**src/rtl/fifo_drain.sv**
```systemverilog
// Burst drain engine: pulls words from an upstream FIFO and re-emits them as
// framed bursts (first/last markers) through a 2-entry output queue.
`timescale 1ns/1ps
module fifo_drain #(
   parameter int unsigned WIDTH     = 32,
   parameter int unsigned BURST_LEN = 8,
   parameter int unsigned TIMEOUT   = 64
) (
   input  logic             clk,
   input  logic             reset,
   input  logic [WIDTH-1:0] fifo_data,
   input  logic             fifo_empty,
   input  logic             fifo_almost_full,
   output logic             fifo_pop,
   input  logic             flush,
   output logic             m_valid,
   input  logic             m_ready,
   output logic [WIDTH-1:0] m_data,
   output logic             m_first,
   output logic             m_last,
   output logic             busy,
   output logic [15:0]      burst_count,
   output logic             timeout_pulse,
   output logic [1:0]       dbg_state
);

   typedef enum logic [1:0] {
      S_IDLE  = 2'd0,
      S_BURST = 2'd1,
      S_CLOSE = 2'd2
   } state_e;

   typedef struct packed {
      logic             first;
      logic             last;
      logic [WIDTH-1:0] data;
   } entry_t;

   localparam logic [7:0]  BURST_LEN_C    = 8'(BURST_LEN);
   localparam logic [15:0] TIMEOUT_LAST_C = 16'(TIMEOUT - 1);

   state_e           state_q, state_d;
   logic [15:0]      idle_timer_q, idle_timer_d;
   logic [7:0]       popped_q, popped_d;
   logic [WIDTH-1:0] pend_data_q, pend_data_d;
   logic             pend_valid_q, pend_valid_d;
   logic             pend_first_q, pend_first_d;
   entry_t           q0_q, q0_d;
   entry_t           q1_q, q1_d;
   logic [1:0]       outq_count_q, outq_count_d;
   logic [15:0]      burst_count_q, burst_count_d;
   logic             timeout_pulse_q, timeout_pulse_d;

   logic   q_has_room;
   logic   out_fire;
   logic   level_trig;
   logic   start_burst;
   logic   close_fire;
   logic   q_push;
   logic   wr_slot0;
   entry_t push_entry;

   // Output handshake: a word leaves the queue on a cycle where m_valid and
   // m_ready are both high; m_data/m_first/m_last come straight from the
   // queue head register, so they cannot change while the word is unaccepted.
   assign m_valid       = (outq_count_q != 2'd0);
   assign m_data        = q0_q.data;
   assign m_first       = q0_q.first && m_valid;
   assign m_last        = q0_q.last && m_valid;
   assign busy          = (state_q != S_IDLE);
   assign burst_count   = burst_count_q;
   assign timeout_pulse = timeout_pulse_q;
   assign dbg_state     = state_q;

   assign q_has_room  = (outq_count_q != 2'd2);
   assign out_fire    = m_valid && m_ready;
   assign level_trig  = fifo_almost_full || flush;
   assign start_burst = (state_q == S_IDLE) && !fifo_empty &&
                        (level_trig || (idle_timer_q == TIMEOUT_LAST_C));
   assign close_fire  = (state_q == S_CLOSE) && q_has_room;

   // One word is always parked in the pending register so its last flag can
   // be decided later: either the next pop (not last) or CLOSE (last).
   assign fifo_pop = !reset && (state_q == S_BURST) && !fifo_empty &&
                     (popped_q < BURST_LEN_C) && (!pend_valid_q || q_has_room);

   assign q_push   = pend_valid_q && (fifo_pop || close_fire);
   assign wr_slot0 = (outq_count_q == 2'd0) || ((outq_count_q == 2'd1) && out_fire);

   always_comb begin
      push_entry       = '0;
      push_entry.first = pend_first_q;
      push_entry.last  = close_fire;
      push_entry.data  = pend_data_q;
   end

   always_comb begin
      state_d = state_q;
      unique case (state_q)
         S_IDLE: begin
            if (start_burst) state_d = S_BURST;
         end
         S_BURST: begin
            if ((popped_q == BURST_LEN_C) || (fifo_empty && (popped_q != 8'd0)))
               state_d = S_CLOSE;
         end
         S_CLOSE: begin
            if (close_fire) state_d = S_IDLE;
         end
         default: state_d = S_IDLE;
      endcase
   end

   always_comb begin
      idle_timer_d    = '0;
      popped_d        = popped_q;
      pend_data_d     = pend_data_q;
      pend_valid_d    = pend_valid_q;
      pend_first_d    = pend_first_q;
      burst_count_d   = burst_count_q;
      timeout_pulse_d = start_burst && !level_trig;

      if ((state_q == S_IDLE) && !fifo_empty && !start_burst)
         idle_timer_d = idle_timer_q + 16'd1;

      if (fifo_pop) begin
         popped_d     = popped_q + 8'd1;
         pend_data_d  = fifo_data;
         pend_valid_d = 1'b1;
         pend_first_d = (popped_q == 8'd0);
      end

      if (close_fire) begin
         popped_d      = '0;
         pend_valid_d  = 1'b0;
         burst_count_d = burst_count_q + 16'd1;
      end
   end

   always_comb begin
      q0_d         = q0_q;
      q1_d         = q1_q;
      outq_count_d = outq_count_q;

      if (out_fire) q0_d = q1_q;
      if (q_push) begin
         if (wr_slot0) q0_d = push_entry;
         else          q1_d = push_entry;
      end

      unique case ({q_push, out_fire})
         2'b10:   outq_count_d = outq_count_q + 2'd1;
         2'b01:   outq_count_d = outq_count_q - 2'd1;
         default: outq_count_d = outq_count_q;
      endcase
   end

   always_ff @(posedge clk) begin
      if (reset) begin
         state_q         <= S_IDLE;
         idle_timer_q    <= '0;
         popped_q        <= '0;
         pend_data_q     <= '0;
         pend_valid_q    <= 1'b0;
         pend_first_q    <= 1'b0;
         q0_q            <= '0;
         q1_q            <= '0;
         outq_count_q    <= '0;
         burst_count_q   <= '0;
         timeout_pulse_q <= 1'b0;
      end else begin
         state_q         <= state_d;
         idle_timer_q    <= idle_timer_d;
         popped_q        <= popped_d;
         pend_data_q     <= pend_data_d;
         pend_valid_q    <= pend_valid_d;
         pend_first_q    <= pend_first_d;
         q0_q            <= q0_d;
         q1_q            <= q1_d;
         outq_count_q    <= outq_count_d;
         burst_count_q   <= burst_count_d;
         timeout_pulse_q <= timeout_pulse_d;
      end
   end

endmodule

```
**config.mk**
```make
export PLATFORM = sky130hd
export DESIGN_NAME = fifo_drain
export DESIGN_NICKNAME = d
export VERILOG_FILES = /design/src/rtl/fifo_drain.sv
export SDC_FILE = /design/constraint.sdc
export NUM_CORES = 1
export LEC_CHECK = 0
export CAP_MARGIN = 30
export CORE_MARGIN = 2
export CORE_UTILIZATION = 53
export CTS_BUF_LIST = sky130_fd_sc_hd__clkbuf_16
export DETAILED_ROUTE_END_ITERATION = 8
export DONT_BUFFER_PORTS = 1
export MAX_ROUTING_LAYER = met4
export PLACE_DENSITY = 0.68
export SLEW_MARGIN = 20
export SYNTH_ARGS = -nofsm -noshare
export SYNTH_HDL_FRONTEND = slang
export SYNTH_SLANG_ARGS = --single-unit
```
**constraint.sdc**
```tcl
create_clock -name clk -period 4.3 [get_ports clk]
set_clock_uncertainty 0.15 [all_clocks]
set_input_delay 0.43 -clock clk [delete_from_list [all_inputs] [get_ports clk]]
set_output_delay 0.43 -clock clk [all_outputs]
set_load 0.1 [all_outputs]
```
[Word-level counts from Yosys, hierarchy flattened]
Index checks and enable logic that the tools add are counted.
Cells by class
  $add $sub $neg: 5
  $lt $le $gt $ge: 1
  equal/unequal tests: 11
  muxes and demuxes: 8
  bitwise operators: 2
  reductions and logical operators: 37
Operators with widths (number)
  $mux W34: 3
  $add A16 B1 Y16 const B: 2
  $eq A16 B6 Y1 const B: 1
  $logic_and A1 B1 Y1: 15
  $add A8 B1 Y8 const B: 1
  $eq A8 B4 Y1 const B: 1
  $logic_not A8 Y1: 1
  $lt A8 B4 Y1 const B: 1
  $reduce_bool A8 Y1: 1
  $eq A2 B1 Y1 const B: 3
  $logic_or A1 B1 Y1: 6
  $mux W2: 3
  $ne A2 B2 Y1 const B: 3
  $pmux W2 S3: 1
  $reduce_bool A2 Y1: 3
  $logic_not A1 Y1: 5
  $eq A2 B2 Y1 const B: 2
  $logic_not A2 Y1: 2
  $pmux W2 S2: 1
  $reduce_or A2 Y1: 2
  $reduce_and A3 Y1: 1
  $add A2 B1 Y2 const B: 1
  $ne A2 B1 Y1 const B: 1
  $not A1 Y1: 2
  2 further kinds: 2
Storage, ports and cells
  register bits: 147
  input port bits: 38
  output and inout bits: 56
  word-level logic and storage cells: 79

[Logic depth before layout (Yosys ltp)]
Gate-level depths: netlist of the first run.
  word-level depth: 9
  depth in mapped cells: 10
  gate-level depth less buffers: 8

[Worst setup path before layout of the first run]
Ideal clock, no wire load.
  path type: reg2reg
  start point: register state_q[0] (netlist: dbg_state[0])
  end point: register q0_q, in the netlist m_data[11]
  library setup time: 72 ps
  data arrival time: 3691 ps
  required time: 4078 ps
  slack: 388 ps
  cell stages (with the launch flop): 7
  path buffers: 2
  period minus slack after synthesis: 3912 ps
  cells stage by stage: dfxtp_1 > or4b_4 > a2111oi_4 > o211a_1 > buf_6 > buf_8 > mux2i_1
Between the ends
  longest elaborated chain between the ends: 8
  elaborated cells on any way between the ends: 10
  those cells by class: eq/ne: 2; mux: 1; reduce/logical: 7
Ends and longest elaborated chain
  start: declaration: RTL line 42  | state_e state_q, state_d;
  start signal: assignment: RTL line 172  | state_q <= state_d;
  $eq A2 B1 Y1: RTL line 84  | assign fifo_pop = !reset && (state_q == S_BURST) && !fifo_empty &&
  $logic_and A1 B1 Y1 (3 in a row): RTL line 84
  $logic_and A1 B1 Y1: RTL line 85  | (popped_q < BURST_LEN_C) && (!pend_valid_q || q_has_room);
  named net fifo_pop: RTL line 14  | output logic fifo_pop,
  $logic_or A1 B1 Y1: RTL line 87  | assign q_push = pend_valid_q && (fifo_pop || close_fire);
  $logic_and A1 B1 Y1: RTL line 87
  $mux W34: RTL line 146  | if (q_push) begin
  end signal: assignment: RTL line 178  | q0_q <= q0_d;
  end: declaration: RTL line 48  | entry_t q0_q, q0_d;
The timed path passes the listed nets, and every way through them passes these cells.
A chain may end at the register's enable or synchronous reset.

[Final worst setup path of the first run]
  start point: register state_q[1] (netlist: dbg_state[1])
  end point: output fifo_pop
Between the ends
  longest elaborated chain between the ends: 5
Ends and longest elaborated chain (RTL line)
  $eq A2 B1 Y1: 84
  $logic_and A1 B1 Y1 (3 in a row): 84
  $logic_and A1 B1 Y1: 85
  end: declaration: 14
No other way between the ends.

==> results of run 1 <==
sequential cells by signal, indices dropped and copies added, names as in the netlist, 2 cells and up:
name / flops
outq_count_q: 2
q1_q: 34
burst_count: 16
pend_data_q: 32
dbg_state: 2
idle_timer_q: 16
q0_q: 2
popped_q: 8
m_data: 32
logic make-up (layout without fill, tap and decap cells):
logic type | after synthesis | after routing | share of synthesized area (%)
AND/OR/NAND/NOR | 281 | 281 | 19.3
flip-flops | 147 | 147 | 45.3
multiplexers | 102 | 102 | 16.3
buffers and inverters | 86 | 106 | 7.43
AO/OA/AOI/OAI | 68 | 68 | 6.76
XOR/XNOR | 25 | 25 | 3.37
adder cells (fa/ha/maj) | 8 | 8 | 1.54
other | 0 | 1 | 0
worst max-delay path, delay by kind of cell (launching register included):
kind,cells,cell delay [ns]
buffers and inverters,2,0.48
and+or+nand+nor,1,0.62
DFF,1,0.29
AOI/OAI and AO/OA,1,0.58
worst max path at each step:
stage          slack (ns)                       from                     to  cells past startpoint
2_1_floorplan        0.39  dbg_state[0]$_SDFFE_PP0P_  m_data[11]$_SDFF_PP0_                      6
3_3_place_gp         1.41  dbg_state[1]$_SDFFE_PP0P_   m_data[5]$_SDFF_PP0_                      5
3_5_place_dp         1.42  dbg_state[1]$_SDFFE_PP0P_   m_data[9]$_SDFF_PP0_                      6
4_1_cts              1.28  dbg_state[1]$_SDFFE_PP0P_               fifo_pop                      4
5_1_grt              1.21  dbg_state[1]$_SDFFE_PP0P_               fifo_pop                      4
6_report             1.31  dbg_state[1]$_SDFFE_PP0P_               fifo_pop                      4
cell usage in the layout (no fill, tap or decap), types with 12 or more instances in the layout:
cell type and n:
nand4_1 12, buf_4 17, nor2_1 33, dlygate4sd3_1 28
nand3_1 12, a21oi_1 43, clkbuf_16 17, nand2_1 179
xor2_1 20, mux2_2 33, mux2i_1 69, dfxtp_1 147
repair_timing:
item                       in CTS  in global routing
hold endpoints to repair       53                  0
setup endpoints to repair       0                  0
hold buffers                   29                  0
metrics by stage:
step | utilization (%) | area, um2 | hold WS (ns)
final | 63.7 | 7650 | 0.0233
after detailed placement | 54.7 | 6570 | 0.288
after global placement | 53.4 | 6410 | 0.272
after floorplan | - | 6500 | 0.263
after CTS | 62.4 | 7490 | 0.00447
after global routing | 63.7 | 7650 | 0.00240
report_power, final:
group	switching, mW	leakage [nW]	internal (mW)
clock network	0.547	0.311	1.01
registers	0.0133	1.19	1.38
logic	0.226	1.53	0.106
routing by layer:
layer	up-vias	track usage (%)	wire (um)
li1	2403	-	-
met1	2275	25.6	5980
met2	92	37.1	6740
met3	16	5.98	692
met4	0	8.51	212
met5	-	-	0
area by class of cell:
cell class / instances / area [um2] / area share [%]
inverters: 10 / 37.5 / 0.491
repair buffers: 64 / 764 / 9.99
flip-flops and latches: 147 / 2940 / 38.5
multi-input cells: 484 / 3100 / 40.5
well taps: 147 / 184 / 2.40
clock inverters: 15 / 196 / 2.57
clock buffers: 17 / 425 / 5.56
diodes: 1 / 2.50 / 0.0327
==> results.cfg, run 1 <==
[worst_setup_path]
cp.required_ns = 3.72
endpoint_kind = primary output
crit_path_max_incr_delay_ns = 0.62
worst_r2r_path_depth = 6
worstSetupPathType = flop to primary output
r2r-end = m_data[14]$_SDFF_PP0_
crit_chain = buf_4 > or4b_4 > a2111oi_4 > buf_16
start_kind = flop
crit_slowest_cell = or4b_4
worstReg2RegStart = dbg_state[1]$_SDFFE_PP0P_
worst-endpoint-arrival_ns = 2.41
ff2ff_setup_slack_ns = 1.42
worstPathMaxFanout = 8

[layout]
fin_cells = 885
nets = 770
area_growth_pct = 17.7
num-fill-cells = 1017
drive_above_1_share_pct = 14.0

[cts]
root_buffer = clkbuf_16
cts_tree = yes
cts_made_buffers = 17
cts_num_sinks = 147
clock_path_buffers = 2
cts-resized-gates = 0
clkLatencyLatePin_ns = 0.42
htreeDepth = 4
cts_setup_buffers = 0
clk_pin_slew_ns = 0.06

[timing]
setup_violations = 0
hold_violations = 0
fin_crit_ns = 2.99
slew_viol_final = 0
fin_ws_ns = 1.31
tightest_slew_ns = 1.02
final_min_period_over_clock_period_pct = 69.5
setup_tns_ns = 0
rsz0062_at_grt = false
max_slew_margin_pct = 32.2
fmax_mhz = 335

[synth]
netlist.area_leader.share_pct = 45.3
synth_commonest_cells = nand2_1, dfxtp_1, mux2i_1
async_reset_ff_share_pct = 0
synth_most_common_cell = nand2_1
synth_top_area_cell = dfxtp_1
netlist_top_cells_area = dfxtp_1, mux2i_1, nand2_1, mux2_2, buf_4
synth_edf_count = 0
synth_flop_cell = dfxtp_1
synth.avg_cell_area_um2 = 9.06
netlist_area_um2 = 6500
synth_cell_type_count = 50
yosys_warnings = 0
synthesis.instances = 717
yosys_register_bits = 147
ys_seq_area_share_pct = 45.3
syn-num-nets = 763

[hold_path]
hp-class = input pin to flop
min_to = pend_data_q[19]$_SDFFE_PP0P_
hold_start = fifo_data[19]
holdPathStages = 2

[drt]
viasPerCell = 5.41
firstDrtPassIters = 4
wl_per_cell_um = 15.4
routed_wirelength_um = 13600
routed-via-count = 4786
antenna_left = 0
drt_drc_violations_left = 0
first_iter_violations = 207

[die]
die_x_um = 115
boundaryPins = 94
die-area_um2 = 13200
num_rows = 40
start_util_pct = 54.1
fp.dieH_um = 115
core_um2 = 12000

[global_routing]
grt_usage_pct = 22.2
grt_pass1_vias = 4761
globalRouteOverflowTotal = 0
grt_pass1_wl_um = 22400
grt_max_degree = 56
grt_antenna_before_repair = 1

[power_and_ir_drop]
leakage_nw = 3.03
p_total_mw = 3.29
max-vdd-ir-drop_mv = 0.243
powerDensity_nw_per_um2 = 430

[placed_design]
io_buffers = 0
hpwlAfterDp_um = 8630
place.gp.congestion = 0.752
dp.cells = 814
dp_worst_setup_slack_ns = 1.42

[job]
cap_violations = 0

[outcome]
status = complete, no violations
Power figures use the tool's default switching activity.
==> run 2: changes to the inputs <==
Clock period 4.3 ns to 2.9 ns, I/O delays scaled along.
==> results.cfg, run 2 (synthesis gave the netlist of run 1 again) <==
[outcome]
status = complete, no violations

[die]
fp.dieH_um = 115
die_x_um = 115
core_um2 = 12000
boundaryPins = 94
die-area_um2 = 13200
num_rows = 40
start_util_pct = 54.1

[global_routing]
grt_antenna_before_repair = 0
grt_pass1_wl_um = 23000
grt_max_degree = 57
grt_pass1_vias = 4977
grt_usage_pct = 22.9
globalRouteOverflowTotal = 0

[drt]
viasPerCell = 5.41
first_iter_violations = 175
routed_wirelength_um = 13900
firstDrtPassIters = 4
wl_met1_um = 6060
wl_per_cell_um = 15.1
routed-via-count = 4976
wl_met2_um = 6850
drt_drc_violations_left = 0
wl_met3_um = 677
top_layer = met4
antenna_left = 0

[power_and_ir_drop]
switching_share_pct = 25.5
leakage_nw = 3.16
comb_power_share_pct = 11.6
power_frac_seq_pct = 46.3
internal-power_mw = 3.33
powerDensity_nw_per_um2 = 580
p_total_mw = 4.47
power.switching_mw = 1.14
clock_power_share_pct = 42.0
max-vdd-ir-drop_mv = 0.409

[cts]
cts_setup_buffers = 0
root_buffer = clkbuf_16
cts_made_buffers = 17
clock_path_buffers = 2
cts_num_sinks = 147
cts_tree = yes
cts-resized-gates = 0
hold_buffers = 37
clkLatencyLatePin_ns = 0.42
htreeDepth = 4
clk_pin_slew_ns = 0.06

[timing]
fmax_mhz = 372
slew_viol_final = 0
rsz0062_at_grt = false
final_min_period_over_clock_period_pct = 92.6
max_slew_margin_pct = 37.3
setup_violations = 0
setup_tns_ns = 0
hold_violations = 0
tightest_slew_ns = 0.939
fin_crit_ns = 2.68

[layout]
final_cell_mix = nand2_1, dfxtp_1, mux2i_1
largest_reg_flops = 34
drive_above_1_share_pct = 17.5
multiInputGateArea_um2 = 3100
top_register = q1_q
n_antenna_cell = 0
utilization_pct = 64.1
num-fill-cells = 1012
final_cell_area_um2 = 7700
final_common_cell = nand2_1
seqCellArea_um2 = 2950
nets = 807
area_growth_pct = 18.5

[worst_setup_path]
crit_slowest_cell = or4b_4
crit_chain = or4b_4 > a2111oi_4 > buf_4 > buf_16
endpoint_kind = primary output
worstSetupPathType = flop to primary output
crit_path_max_incr_delay_ns = 0.58
start_kind = flop
cp.required_ns = 2.46
worst-endpoint-arrival_ns = 2.24
worstPathMaxFanout = 5

[placed_design]
io_buffers = 0
place_area_um2 = 6810
hpwlAfterDp_um = 8740
place.gp.congestion = 0.784

[job]
cap_violations = 0

[hold_path]
hp-class = input pin to flop
==> run 2: changes by cell type in the layout (fill, tap and decap cells not counted), sizes merged, moves of 2 or more <==
| cell | delta |
|---|---|
| clkbuf | -2 |
| bufinv | -5 |
| inv | +3 |
| buf | +32 |
| dlygate4sd3 | +8 |
==> run 2: layout make-up <==
cell class,count,area share (%)
Timing Repair Buffer,101,12.0
Sequential cell,147,38.3
Clock inverter,13,0.699
Clock buffer,18,5.85
Inverter,10,0.488
Tap cell,147,2.39
Multi-Input combinational cell,484,40.2
==> run 2: worst max-delay path: cells and delay by family, from the launching register on <==
kind	cells	cell delay, ns
AND/OR/NAND/NOR	1	0.58
buffers and inverters	2	0.39
AO/OA/AOI/OAI	1	0.51
flip-flops	1	0.34
==> run 2: path summary, 6_finish.rpt <==
| kind | startpoint | end | slack [ns] | cells after the start |
|---|---|---|---|---|
| worst min register to register | idle_timer_q[0]$_SDFF_PP0_ | idle_timer_q[0]$_SDFF_PP0_ | 0.29 | 1 |
| worst min-delay path | reset | burst_count[4]$_SDFFE_PP0P_ | 0.06 | 2 |
| worst max register to register | idle_timer_q[13]$_SDFF_PP0_ | dbg_state[0]$_SDFFE_PP0P_ | 0.38 | 5 |
| worst max-delay path | dbg_state[1]$_SDFFE_PP0P_ | fifo_pop | 0.22 | 4 |
==> run 2: through the flow <==
step	cells	hold slack (ns)	setup slack, ns
after global routing	920	0.0614	0.135
after floorplan	717	0.263	-0.471
after detailed placement	852	0.223	0.452
final	920	0.0624	0.215
after global placement	852	0.217	0.516
after CTS	920	0.0437	0.191
==> run 2: power groups by stage <==
stage,logic [mW],registers [mW],clock network [mW]
after global placement,0.453,2.11,0
after detailed placement,0.462,2.11,0
after floorplan,0.329,2.15,0
after CTS,0.520,2.07,1.93
after global routing,0.558,2.07,2.01
final,0.519,2.07,1.88
==> run 2: routing by layer <==
layer	vias up	global-route usage, %
met1	2377	25.7
met3	27	7.15
met4	0	8.35
li1	2483	-
met5	-	-
met2	89	38.3
==> run 3: changes to the inputs <==
Settings changed: HOLD_SLACK_MARGIN set to 0.12.
==> results.cfg, run 3 (synthesis gave the netlist of run 1 again) <==
[drt]
viasPerCell = 5.42
routed-via-count = 5011
antenna_left = 0
routed_wirelength_um = 14200
drt_drc_violations_left = 0
first_iter_violations = 221
firstDrtPassIters = 4
wl_per_cell_um = 15.3

[layout]
seqCellArea_um2 = 2950
num-fill-cells = 1000
n_antenna_cell = 0
drive_above_1_share_pct = 17.6
final_cell_mix = nand2_1, dfxtp_1, mux2i_1
area_growth_pct = 19.5
largest_reg_flops = 34
top_register = q1_q
final_common_cell = nand2_1
multiInputGateArea_um2 = 3100
nets = 812

[timing]
slew_viol_final = 0
fmax_mhz = 359
fin_crit_ns = 2.78
max_slew_margin_pct = 37.0
hold_violations = 0
final_min_period_over_clock_period_pct = 96.0
fin_ws_ns = 0.115
setup_violations = 0
tightest_slew_ns = 0.944
rsz0062_at_grt = false

[worst_setup_path]
start_kind = input pin
worstSetupPathType = input pin to primary output
worst-endpoint-arrival_ns = 2.34
path_buf_inv = 3
worstPathMaxFanout = 5
crit_chain = dlygate4sd3_1 > or4b_4 > a2111oi_4 > buf_4 > buf_16
crit_path_max_incr_delay_ns = 0.59
cp_top_family = buffers and inverters
endpoint_kind = primary output
crit_slowest_cell = dlygate4sd3_1
cp.required_ns = 2.46

[placed_design]
place.gp.congestion = 0.784
hpwlAfterDp_um = 8740
dp_worst_setup_slack_ns = 0.452
io_buffers = 0

[global_routing]
grt_pass1_wl_um = 23500
grt_pass1_vias = 5058
grt_usage_pct = 23.4
grt_antenna_before_repair = 0
grt_max_degree = 56
globalRouteOverflowTotal = 0

[die]
num_rows = 40
boundaryPins = 94
die_x_um = 115
core_um2 = 12000
die-area_um2 = 13200
fp.dieH_um = 115
start_util_pct = 54.1

[cts]
clkLatencyLatePin_ns = 0.42
cts_num_sinks = 147
cts_tree = yes
root_buffer = clkbuf_16
clk_pin_slew_ns = 0.06
clock_path_buffers = 2
cts_made_buffers = 17
cts_setup_buffers = 0
htreeDepth = 4

[hold_path]
hp-class = input pin to flop

[power_and_ir_drop]
leakage_nw = 3.19
p_total_mw = 4.48
powerDensity_nw_per_um2 = 577
max-vdd-ir-drop_mv = 0.411

[outcome]
status = complete, no violations

[job]
cap_violations = 0
run 3: routing by layer:
| metal | global-route usage, % | up-vias | routed length [um] |
|---|---|---|---|
| met4 | 8.67 | 0 | 291 |
| met1 | 26.0 | 2397 | 6050 |
| met3 | 7.41 | 27 | 803 |
| met5 | - | - | 0 |
| li1 | - | 2485 | - |
| met2 | 39.4 | 102 | 7050 |
run 3: layout make-up:
cell class	count	share of cell area (%)
timing repair buffer	106	12.7
multi-input combinational	484	40.0
sequential	147	38.0
tap	147	2.37
clock buffer	18	5.80
clock inverter	13	0.693
inverter	10	0.483
run 3: where the power goes:
| group | switching, mW | total, mW | internal, mW |
|---|---|---|---|
| combinational | 0.347 | 0.528 | 0.181 |
| sequential | 0.0195 | 2.07 | 2.05 |
| clock | 0.782 | 1.88 | 1.10 |
| total | 1.15 | 4.48 | 3.33 |
run 3: final timing paths:
path,from,end,slack [ns],cells past startpoint
setup / recovery,fifo_empty,fifo_pop,0.12,5
hold / removal,reset,burst_count[6]$_SDFFE_PP0P_,0.16,3
setup reg to reg,outq_count_q[0]$_SDFFE_PP0P_,burst_count[9]$_SDFFE_PP0P_,0.23,8
hold reg to reg,idle_timer_q[0]$_SDFF_PP0_,idle_timer_q[0]$_SDFF_PP0_,0.29,1
run 3: tightest hold or removal path: stages:
cell and delay (ns):
buf_16 0.11, buf_12 0.18, nor2_1 0.11
run 3: through the flow:
stage | area, um2 | setup TNS (ns) | hold slack (ns) | utilization, % | instances
final | 7760 | 0 | 0.159 | 64.6 | 925
after global routing | 7760 | 0 | 0.178 | 64.6 | 925
after CTS | 7760 | 0 | 0.155 | 64.6 | 925
after detailed placement | 6810 | 0 | 0.223 | 56.7 | 852
after global placement | 6810 | 0 | 0.217 | 56.7 | 852
after floorplan | 6520 | -27.50 | 0.263 | - | 717
run 3: timing repair:
action,in CTS,in global routing
hold buffers,42,0
hold endpoints to repair,64,0
endpoints found under the setup margin,0,1
gates resized for setup,0,1
